--- config.mk ---
export PLATFORM = sky130hd
export DESIGN_NAME = pattern_sequencer_flat
export DESIGN_NICKNAME = d
export VERILOG_FILES = /design/src/rtl/pattern_sequencer_if.sv /design/src/rtl/pattern_sequencer.sv /design/src/flat_wrapper.sv
export SDC_FILE = /design/constraint.sdc
export NUM_CORES = 1
export LEC_CHECK = 0
export ABC_AREA = 1
export CORE_ASPECT_RATIO = 1.75
export CORE_MARGIN = 2
export CORE_UTILIZATION = 56
export CTS_CLUSTER_SIZE = 14
export DETAILED_ROUTE_END_ITERATION = 7
export PLACE_DENSITY = 0.83
export RECOVER_POWER = 25
export SYNTH_ARGS = -nofsm -noshare
export SYNTH_HDL_FRONTEND = slang
export SYNTH_SLANG_ARGS = --single-unit
--- constraint.sdc ---
create_clock -name i_Clk -period 2.1 [get_ports i_Clk]
set_input_delay 0.42 -clock i_Clk [delete_from_list [all_inputs] [get_ports i_Clk]]
set_output_delay 0.42 -clock i_Clk [all_outputs]
set_load 0.02 [all_outputs]
--- src/rtl/pattern_sequencer_if.sv ---
// Count/select bundle between the sync generator, the pattern sequencer and
// the pattern generator. The master side drives the counts; the sequencer is the slave.
interface pattern_sequencer_if;
    logic [9:0] i_Col_Count;
    logic [9:0] i_Row_Count;
    logic [3:0] o_Pattern;
    logic       o_Auto;
    logic       o_Frame_Start;

    modport master (
        output i_Col_Count,
        output i_Row_Count,
        input  o_Pattern,
        input  o_Auto,
        input  o_Frame_Start
    );

    modport slave (
        input  i_Col_Count,
        input  i_Row_Count,
        output o_Pattern,
        output o_Auto,
        output o_Frame_Start
    );
endinterface

--- src/rtl/pattern_sequencer.sv ---
// Pattern select controller: debounced Next/Mode switches, manual stepping and an
// auto slideshow. The pattern select changes only at a frame start.
//
// state     | meaning
// ST_MANUAL | pattern advances only on a pending Next press
// ST_AUTO   | pattern also advances every FRAMES_PER_PATTERN frame starts
module pattern_sequencer #(
    parameter int NUM_PATTERNS       = 7,
    parameter int FRAMES_PER_PATTERN = 60,
    parameter int DEBOUNCE_LIMIT     = 250000
) (
    input  logic                 i_Clk,
    input  logic                 i_Rst_L,
    input  logic                 i_Next_Sw,
    input  logic                 i_Mode_Sw,
    pattern_sequencer_if.slave   bus
);

    localparam int DW = (DEBOUNCE_LIMIT > 1) ? $clog2(DEBOUNCE_LIMIT) : 1;
    localparam int FW = (FRAMES_PER_PATTERN > 1) ? $clog2(FRAMES_PER_PATTERN) : 1;
    localparam logic [DW-1:0] LP_DB_LAST    = DW'(DEBOUNCE_LIMIT - 1);
    localparam logic [FW-1:0] LP_FRAME_LAST = FW'(FRAMES_PER_PATTERN - 1);
    localparam logic [3:0]    LP_PAT_LAST   = 4'(NUM_PATTERNS - 1);

    typedef enum logic {
        ST_MANUAL = 1'b0,
        ST_AUTO   = 1'b1
    } state_t;

    state_t              r_state;
    state_t              w_state_next;
    logic [1:0]          w_sw_raw;
    logic [1:0]          r_sw_meta;
    logic [1:0]          r_sw_sync;
    logic [1:0]          r_db;
    logic [1:0]          r_db_d;
    logic [1:0][DW-1:0]  r_db_cnt;
    logic                w_next_pulse;
    logic                w_mode_pulse;
    logic                w_frame_cond;
    logic                r_frame_cond_d;
    logic                w_frame_start;
    logic                r_frame_start;
    logic                r_step_pending;
    logic [FW-1:0]       r_frame_cnt;
    logic [3:0]          r_pattern;
    logic                w_advance;

    // Bit 0 is the Next switch, bit 1 the Mode switch.
    assign w_sw_raw = {i_Mode_Sw, i_Next_Sw};

    always_ff @(posedge i_Clk) begin
        if (!i_Rst_L) begin
            r_sw_meta <= '0;
            r_sw_sync <= '0;
            r_db      <= '0;
            r_db_d    <= '0;
            r_db_cnt  <= '0;
        end else begin
            r_sw_meta <= w_sw_raw;
            r_sw_sync <= r_sw_meta;
            r_db_d    <= r_db;
            for (int i = 0; i < 2; i++) begin
                if (r_sw_sync[i] == r_db[i]) begin
                    r_db_cnt[i] <= '0;
                end else if (r_db_cnt[i] == LP_DB_LAST) begin
                    r_db[i]     <= ~r_db[i];
                    r_db_cnt[i] <= '0;
                end else begin
                    r_db_cnt[i] <= r_db_cnt[i] + DW'(1);
                end
            end
        end
    end

    assign w_next_pulse  = r_db[0] & ~r_db_d[0];
    assign w_mode_pulse  = r_db[1] & ~r_db_d[1];

    // Counts held at zero for several clocks still give a single frame start.
    assign w_frame_cond  = (bus.i_Col_Count == 10'd0) && (bus.i_Row_Count == 10'd0);
    assign w_frame_start = w_frame_cond & ~r_frame_cond_d;

    always_ff @(posedge i_Clk) begin
        if (!i_Rst_L) begin
            r_state <= ST_MANUAL;
        end else begin
            r_state <= w_state_next;
        end
    end

    always_comb begin
        w_state_next = r_state;
        w_advance    = 1'b0;
        if (w_mode_pulse) begin
            w_state_next = (r_state == ST_MANUAL) ? ST_AUTO : ST_MANUAL;
        end
        if (w_frame_start) begin
            w_advance = r_step_pending |
                        ((r_state == ST_AUTO) && (r_frame_cnt == LP_FRAME_LAST));
        end
    end

    always_ff @(posedge i_Clk) begin
        if (!i_Rst_L) begin
            r_frame_cond_d <= 1'b0;
            r_frame_start  <= 1'b0;
            r_step_pending <= 1'b0;
            r_frame_cnt    <= '0;
            r_pattern      <= 4'd0;
        end else begin
            r_frame_cond_d <= w_frame_cond;
            r_frame_start  <= w_frame_start;

            // A press coinciding with a frame start is kept for the following frame.
            if (w_next_pulse) begin
                r_step_pending <= 1'b1;
            end else if (w_frame_start) begin
                r_step_pending <= 1'b0;
            end

            if (w_mode_pulse || (r_state == ST_MANUAL)) begin
                r_frame_cnt <= '0;
            end else if (w_frame_start) begin
                r_frame_cnt <= w_advance ? '0 : r_frame_cnt + FW'(1);
            end

            if (w_advance) begin
                r_pattern <= (r_pattern >= LP_PAT_LAST) ? 4'd1 : r_pattern + 4'd1;
            end
        end
    end

    assign bus.o_Pattern     = r_pattern;
    assign bus.o_Auto        = (r_state == ST_AUTO);
    assign bus.o_Frame_Start = r_frame_start;

endmodule

--- src/flat_wrapper.sv ---
// flat-port wrapper written by rule: the top's interface ports become plain ports
module pattern_sequencer_flat 
#(
    parameter int NUM_PATTERNS       = 7,
    parameter int FRAMES_PER_PATTERN = 60,
    parameter int DEBOUNCE_LIMIT     = 250000
)
  (i_Clk, i_Rst_L, i_Next_Sw, i_Mode_Sw, bus_i_Col_Count, bus_i_Row_Count, bus_o_Pattern, bus_o_Auto, bus_o_Frame_Start);
  pattern_sequencer_if bus_i ();
  input  logic i_Clk;
  input  logic i_Rst_L;
  input  logic i_Next_Sw;
  input  logic i_Mode_Sw;
  input wire logic [$bits(bus_i.i_Col_Count)-1:0] bus_i_Col_Count;
  input wire logic [$bits(bus_i.i_Row_Count)-1:0] bus_i_Row_Count;
  output wire logic [$bits(bus_i.o_Pattern)-1:0] bus_o_Pattern;
  output wire logic [$bits(bus_i.o_Auto)-1:0] bus_o_Auto;
  output wire logic [$bits(bus_i.o_Frame_Start)-1:0] bus_o_Frame_Start;
  assign bus_i.i_Col_Count = bus_i_Col_Count;
  assign bus_i.i_Row_Count = bus_i_Row_Count;
  assign bus_o_Pattern = bus_i.o_Pattern;
  assign bus_o_Auto = bus_i.o_Auto;
  assign bus_o_Frame_Start = bus_i.o_Frame_Start;
  pattern_sequencer #(.NUM_PATTERNS(NUM_PATTERNS), .FRAMES_PER_PATTERN(FRAMES_PER_PATTERN), .DEBOUNCE_LIMIT(DEBOUNCE_LIMIT)) u_core (.i_Clk(i_Clk), .i_Rst_L(i_Rst_L), .i_Next_Sw(i_Next_Sw), .i_Mode_Sw(i_Mode_Sw), .bus(bus_i));
endmodule
==> out/results.tsv <==
metric	value	unit
Worst-Margin Slew	334	ps
Initial Util	57.1	%
hold path startpoint	u_core.r_sw_meta[0]	
max_slew headroom	77.6	%
final worst path period need	1800	ps
CP Class	reg2out	
post-synthesis compound-gate area fraction	7.25	%
fin area	3330	sq um
Worst Setup Slack, final	295	ps
asr flop ratio synth	0	%
dpl cell area	3140	sq um
Synth Area in Simple Gates	36.8	%
CTS Buffer Depth	2	
worst reg-to-reg path cell count	7	
Root Buffer	clkbuf_8	
Crit Path Max Fanout	6	
Synth Flop Type	dfxtp_1	
leak pwr	1.21	nW
WP buf/inv	1	
sequential share of the synthesized area	41.6	%
detailed placement HPWL	4.61	mm
gr usage total	24.3	%
hold-fix buffers at CTS	0	
vias in the first global route	2587	
Seq cells post-synth	58	
post-route antenna net violation count	0	
Max VDD drop	943	uV
HP Class	reg2reg	
drc violations	0	
synth warn	0	
first-pass GRT wire length	10.6	mm
Worst-path clk slew	60	ps
Fin Setup TNS	0	ps
max-cap viol count	0	
GRT Residual Overflow	0	
Clock Latency Late Sink	340	ps
largest net degree at the start of global routing	18	
Die X-Extent	57.4	um
TritonCTS buffer count	9	
hold path depth	2	
DIE HEIGHT	97.4	um
Mapped Cells	389	
top cells by area, synth	dfxtp_1 42%, nand2_1 11%, nor2_1 7.7%, inv_1 6.7%, a21oi_1 4.5%	
Critical Path RT	1680	ps
port bufs	29	
FF-to-FF setup slack	380	ps
Avg WL per Cell	12.6	um
Largest delay share family, worst path	buffers and inverters	
Final #Nets	456	
end of the worst register-to-register path	u_core.r_db_cnt[15]	
DR iter-0 viols	63	
RR Startpoint	u_core.r_db_cnt[0]	
num rows	34	
core box area	4890	sq um
DP Worst Slack	146	ps
final setup vio count	0	
Fmax	0.554	GHz
WP data arrival	1380	ps
CP cell instances	clkdlybuf4s50_1	
final-report hold violation count	0	
cell accounting for the most synthesized area	dfxtp_1	
initial antenna violation count	0	
Post-Synth Adder-Cell Area	2.24	%
CTS resizes	0	
Die ar.	5590	sq um
CTS tree	yes	
total setup buffers inserted after CTS	0	
Final Max Slew Viols	0	
CP max stage delay	630	ps
Syn-to-layout area delta	19.1	%
cell area after synthesis	2790	sq um
mux contribution to synthesized area	0	%
Ports	30	
final period utilization	85.9	%
RePlAce Congestion	0.930	
Final Util	68.0	%
via count	2636	
critical path endpoint category	output pin	
vias per std cell	5.44	
status	completed	
Pwr Density	669	nW/um^2
unrepaired setup endpoints after global routing	no	
worst clock skew	9.00	ps
WL final	6.12	mm
Post-synth EDFFs	0	
Worst setup SP type	register	
Mapped Nets	418	
largest family of logic cells by synthesized area	simple AND/OR/NAND/NOR gates	
CP max stage cell	clkdlybuf4s50_1	
Inserted Diodes	0	
H-tree levels	3	
Synth Area in XOR/XNOR	4.08	%
average cell area after synthesis	7.18	sq um
top cell type's share of synthesized area	41.6	%
share of layout cells above drive strength 1	7.66	%
synth unique cells	31	
TritonCTS Sinks	58	
Pre-Repair DR Iteration Count	4	
WHS Endpoint	u_core.r_sw_sync[0]	
-- metrics by stage --
step	instances	power, W	hold WS [ps]
after global placement	470	0.00120	396
after global routing	485	0.00231	457
after detailed placement	470	0.00120	414
after floorplan	389	0.00115	390
final	485	0.00223	421
after CTS	485	0.00225	430
-- cell type report --
type                    instances  area, sq um
clock inverters                 2         35.0
fillers                       420         1560
repair buffers                 31          302
multi-input cells             275         1400
flip-flops and latches         58         1160
clock buffers                  13          169
inverters                      52          195
well taps                      54         67.6
-- layer usage --
| metal | GRT usage (%) | part of all wire, % | vias to the layer above |
|---|---|---|---|
| li1 | - | - | 1338 |
| met1 | 23.1 | 37 | 1198 |
| met2 | 45.3 | 56 | 86 |
| met3 | 6.39 | 5.1 | 14 |
| met4 | 12.0 | 2.6 | 0 |
| met5 | 0 | 0 | - |
-- Yosys cell counts, types with 2 or more instances --
cell,count
clkinv_1,2
buf_6,2
nand3_1,17
xnor2_1,3
a21oi_1,25
nor3_1,22
dfxtp_1,58
xor2_1,10
nand2_1,80
nor2_2,4
nor2_1,57
nor3_4,2
o21ai_0,8
nand3_2,3
nand4_1,16
a31oi_1,4
or2_0,2
nand3b_1,3
inv_1,50
nand2_4,2
or2_2,5
ha_1,5
-- registers in the layout (all words and copies together) (netlist names) --
name	flops
u_core.r_sw_meta	2
u_core.bus.o_Pattern	4
u_core.r_db_cnt	36
u_core.r_step_pending	1
u_core.r_frame_cnt	6
u_core.bus.o_Auto	1
u_core.r_db	2
u_core.bus.o_Frame_Start	1
u_core.r_frame_cond_d	1
u_core.r_sw_sync	2
u_core.r_db_d	2
-- cell families (layout without fill, tap and decap cells) --
logic type,Yosys count,in the layout
AND/OR/NAND/NOR,218,218
XOR/XNOR,13,13
adder cells (fa/ha/maj),5,5
flip-flops,58,58
buffers and inverters,56,98
AO/OA/AOI/OAI,39,39
-- report_power, final --
part | total (W) | leakage [nW] | switching [W] | internal, W
logic | 0.0000669 | 0.636 | 0.0000233 | 0.0000436
clock network | 0.00105 | 0.106 | 0.000417 | 0.000637
registers | 0.00111 | 0.468 | 0.00000248 | 0.00111
-- worst max path at each step --
stage	from	end	slack, ps	depth (start not counted)
CTS	u_core.bus.o_Pattern[2]	bus_o_Pattern[2]	270	1
finish	u_core.bus.o_Pattern[2]	bus_o_Pattern[2]	300	1
global route	u_core.bus.o_Pattern[1]	bus_o_Pattern[1]	220	1
global placement	i_Rst_L	u_core.r_db_cnt[13]	200	5
detailed placement	i_Rst_L	u_core.r_db_cnt[15]	150	5
floorplan	u_core.r_db_cnt[0]	u_core.r_db_cnt[16]	650	8
-- cells in the final DEF, fill, tap and decap left out, types with 2 or more instances in the layout --
master            n
a21oi_1          25
a31oi_1           4
clkbuf_1          2
clkbuf_8         12
clkdlybuf4s50_1  27
clkinv_1          2
dfxtp_1          58
dlygate4sd3_1     2
ha_1              5
inv_1            50
nand2_1          80
nand2_2           2
nand3_1          17
nand3_2           3
nand3b_1          3
nand4_1          16
nor2_1           58
nor2_2            3
nor3_1           22
nor3_4            2
o21ai_0           8
or2_0             2
or2_2             5
xnor2_1           3
xor2_1           10
Power figures use the tool's default switching activity.
==> patch 1: new RTL, same flow settings <==
`NUM_PATTERNS` is set to 7 in 2 places; all go to 3.
--- a/src/rtl/pattern_sequencer.sv
+++ b/src/rtl/pattern_sequencer.sv
@@ -6,5 +6,5 @@
 // ST_AUTO   | pattern also advances every FRAMES_PER_PATTERN frame starts
 module pattern_sequencer #(
-    parameter int NUM_PATTERNS       = 7,
+    parameter int NUM_PATTERNS       = 3,
     parameter int FRAMES_PER_PATTERN = 60,
     parameter int DEBOUNCE_LIMIT     = 250000
--- a/src/flat_wrapper.sv
+++ b/src/flat_wrapper.sv
@@ -2,5 +2,5 @@
 module pattern_sequencer_flat 
 #(
-    parameter int NUM_PATTERNS       = 7,
+    parameter int NUM_PATTERNS       = 3,
     parameter int FRAMES_PER_PATTERN = 60,
     parameter int DEBOUNCE_LIMIT     = 250000
Behaviour: no difference found for any inputs over 10 cycles, from zero or initial values and one cycle with i_Rst_L low; that may be too few to reach the edited logic, so the function may still have changed.
==> patch 1 against the original RTL <==
- global-route usage is 2.1 points lower
- cell area grew 3.3%
- worst hold slack lost 0.0061 ns
- sequential cell count unchanged
- maximum frequency is 0.70% higher
- first-iteration DRC count increased by 44%
- wire length shrank 5.1%
- synthesized area grew 2.5%
- core utilization is 1.6 points higher
- setup slack improved by 0.013 ns
- total power increased by 6.8%
==> patch 1: results (changes against the original RTL) <==
* Status: completed
* Drt first-iter violations at 91 (+44%)
* Reg2reg path depth at 9 (+2)
* DPL Wire Length at 4440 µm (-3.8%)
* CTS max path bufs at 2 (unchanged)
* First-pass GRT wire length at 9890 µm (-6.9%)
* Synth cell types at 35 (+13%)
* Comb. pwr at 0.0000725 W (+8.4%)
* R2R setup slack at 0.38 ns (about the same)
* Critical Path Start: u_core.bus.o_Pattern[1]
* Final-layout fill cell count at 429 (+2.1%)
* Post-route setup slack at 0.308 ns (+0.0126 ns)
* Worst vdd ir at 848 µV (-10%)
* Initial antenna violation count at 0 (unchanged)
* Root Driver: clkbuf_8
* Least-Margin Pin Slew at 0.449 ns (+0.116 ns)
* Compound-Gate Fraction of Synth Area at 6.21% (-1.0 points)
* Hold Crit Depth at 1 (-1)
* All-layer global routing usage at 22.2% (-2.1 points)
* Wire per inst at 11.9 µm (-5.3%)
* Vias post-DR at 2,606 (-1.1%)
* Worst hold path class: flop to flop
* Xor/xnor share of the synthesized area at 4.90% (+0.82 points)
* Dpl ws at 0.133 ns (-0.0126 ns)
* Critical Path Sink: bus_o_Pattern[1]
* Reg-to-reg endpoint: u_core.r_db_cnt[30]
* CP delay by family, top: buffers and inverters
* Drt first pass iters at 5 (+1)
* Hold WS at 0.415 ns (-0.00613 ns)
* Layout Nets at 456 (unchanged)
* Worst Hold Endpoint: u_core.bus.o_Frame_Start
* Sw power at 0.000467 W (+5.4%)
* R2R Path Start: u_core.r_db_cnt[18]
* Sequential area share after synthesis at 40.6% (-1.0 points)
* Detailed Route WL at 5810 µm (-5.1%)
* Net Sw Frac at 19.6% (-0.27 points)
* Worst clock skew at 0.00822 ns (-0.000777 ns)
* CP max FO at 5 (-1)
* Min-delay src: u_core.r_frame_cond_d
* GP Congestion at 0.891 (-4.1%)
* Max Slew Vio Count at 0 (unchanged)
* Pin count of the biggest net entering global routing at 19 (+1)
* Syn nets at 415 (-0.72%)
* Placed Area at 3210 µm² (+2.5%)
* H-tree lvl count at 3 (unchanged)
* Ratio of cells with drive above 1 in the final layout at 12.0% (+4.4 points)
* Multi-input gate area at 1470 µm² (+5.4%)
* Avg Cell Area, Syn at 7.42 µm² (+3.3%)
* Post-synthesis adder-cell area fraction at 2.19% (-0.054 points)
* Vias in the first global route at 2,462 (-4.8%)
* Top cells by count, synth: nand2_1 (67), nor2_1 (59), dfxtp_1 (58), inv_1 (45), nand4_1 (20)
* Pleak at 1.18 nW (-2.4%)
* Top area cells in the synthesized netlist: dfxtp_1 (41%), nand2_1 (8.8%), nor2_1 (7.7%), inv_1 (5.9%), nand4_1 (4.4%)
[patch 1: cell count changes in the layout (fill, tap and decap cells not counted), moves of 3 or more]
cell and delta:
a21oi_1 -6, inv_1 -4, nand2_1 -12, nand3_2 -3
nand4_1 +4, nor2_2 +12, nor2_4 +3, nor3_1 -4
or2_2 -4, xor2_1 +3
[patch 1: layer usage]
metal  track usage, %  part of all wire [%]  vias to the layer above
met3             7.22                   4.7                       20
met1             22.5                    39                     1188
met4             10.9                   3.1                        0
met5                0                     0                        -
met2             39.5                    53                       63
li1                 -                     -                     1335
[patch 1: final cells by class]
| cell class | instances | share of cell area, % |
|---|---|---|
| clock buffer | 12 | 4.81 |
| tap | 54 | 1.97 |
| timing repair buffer | 34 | 9.32 |
| sequential | 58 | 33.8 |
| inverter | 47 | 5.13 |
| clock inverter | 4 | 2.11 |
| multi-input combinational | 277 | 42.9 |
==> patch 2: new RTL, same flow settings <==
Without the edit above. Compare `r_frame_cnt` against `LP_FRAME_LAST` with >= in place of ==.
--- a/src/rtl/pattern_sequencer.sv
+++ b/src/rtl/pattern_sequencer.sv
@@ -97,5 +97,5 @@
         if (w_frame_start) begin
             w_advance = r_step_pending |
-                        ((r_state == ST_AUTO) && (r_frame_cnt == LP_FRAME_LAST));
+                        ((r_state == ST_AUTO) && (r_frame_cnt >= LP_FRAME_LAST));
         end
     end
Behaviour: same outputs for any inputs over 10 cycles, from zero or initial values and one cycle with i_Rst_L low; that may be too few to reach the edited logic, so the function may still have changed.
==> patch 2 against the original RTL <==
- global-route usage is 0.58 points higher
- setup slack improved by 0.00060 ns
- total power is 3.4% lower
- cell area up 0.56%
- core utilization grew 0.38 points
- sequential share of layout area fell by 0.20 points
- sequential cell count stayed put
- non-clock buffer count unchanged
- synthesized area grew 0.81%
- wire length grew 0.98%
- critical endpoint unchanged
- largest cell class unchanged
==> patch 2: results (changes against the original RTL) <==
* GP Congestion at 0.916 (-1.5%)
* Final-layout fill cell count at 427 (+1.7%)
* Top area cells in the synthesized netlist: dfxtp_1 (41%), nand2_1 (12%), nor2_1 (7.9%), inv_1 (7.3%), nand3_1 (5.0%)
* Xor/xnor share of the synthesized area at 4.04% (-0.033 points)
* Met2 wire length at 3350 µm (-1.6%)
* Placed Area at 3160 µm² (+0.72%)
* Non-clk invs at 55 (+5.8%)
* Met3 WL post-DR at 319 µm (+1.9%)
* Drt first-iter violations at 85 (+35%)
* Die W at 57.6 µm (+0.37%)
* Sequential area share after synthesis at 41.2% (-0.33 points)
* Met1 wire length at 2360 µm (+5.3%)
* Worst vdd ir at 492 µV (-48%)
* Least-Margin Pin Slew at 0.555 ns (+0.221 ns)
* Non-Clock Buffer Area Fraction at 9.12% (+0.061 points)
* Met3 GRT Util at 7.15% (+0.76 points)
* First-pass GRT wire length at 11,000 µm (+3.6%)
* Layout Nets at 470 (+3.1%)
* Pin count of the biggest net entering global routing at 19 (+1)
* Post-synthesis adder-cell area fraction at 2.22% (-0.018 points)
* Met2 Track Usage GR at 44.6% (-0.70 points)
* Hold WS at 0.411 ns (-0.00970 ns)
* Sequential cell area share at 34.7% (-0.20 points)
* Gate count after technology mapping at 402 (+3.3%)
* Ratio of cells with drive above 1 in the final layout at 7.87% (+0.21 points)
* Status: completed
* Multi-input gate area at 1420 µm² (+1.3%)
patch 2: kinds of logic (layout without fill, tap and decap cells):
kind of cell	after synthesis	count (layout)
xor gates and xnor gates	13	13
buffers and inverters	58	101
adders and majority gates	5	5
and+or+nand+nor	232	232
DFF	58	58
AOI/OAI and AO/OA	36	36
patch 2: final timing paths:
kind / end / depth (start not counted)
setup / recovery: bus_o_Pattern[2] / 1
setup reg to reg: u_core.r_db_cnt[16] / 6
hold reg to reg: u_core.r_sw_sync[0] / 2
hold / removal: u_core.r_sw_sync[0] / 2
patch 2: power by group through the flow:
stage | clock network [W] | logic (W) | registers [W]
finish | 0.000974 | 0.0000687 | 0.00111
CTS | 0.000994 | 0.0000705 | 0.00111
global route | 0.00105 | 0.0000762 | 0.00111
global placement | 0 | 0.0000693 | 0.00113
floorplan | 0 | 0.0000226 | 0.00113
detailed placement | 0 | 0.0000704 | 0.00113
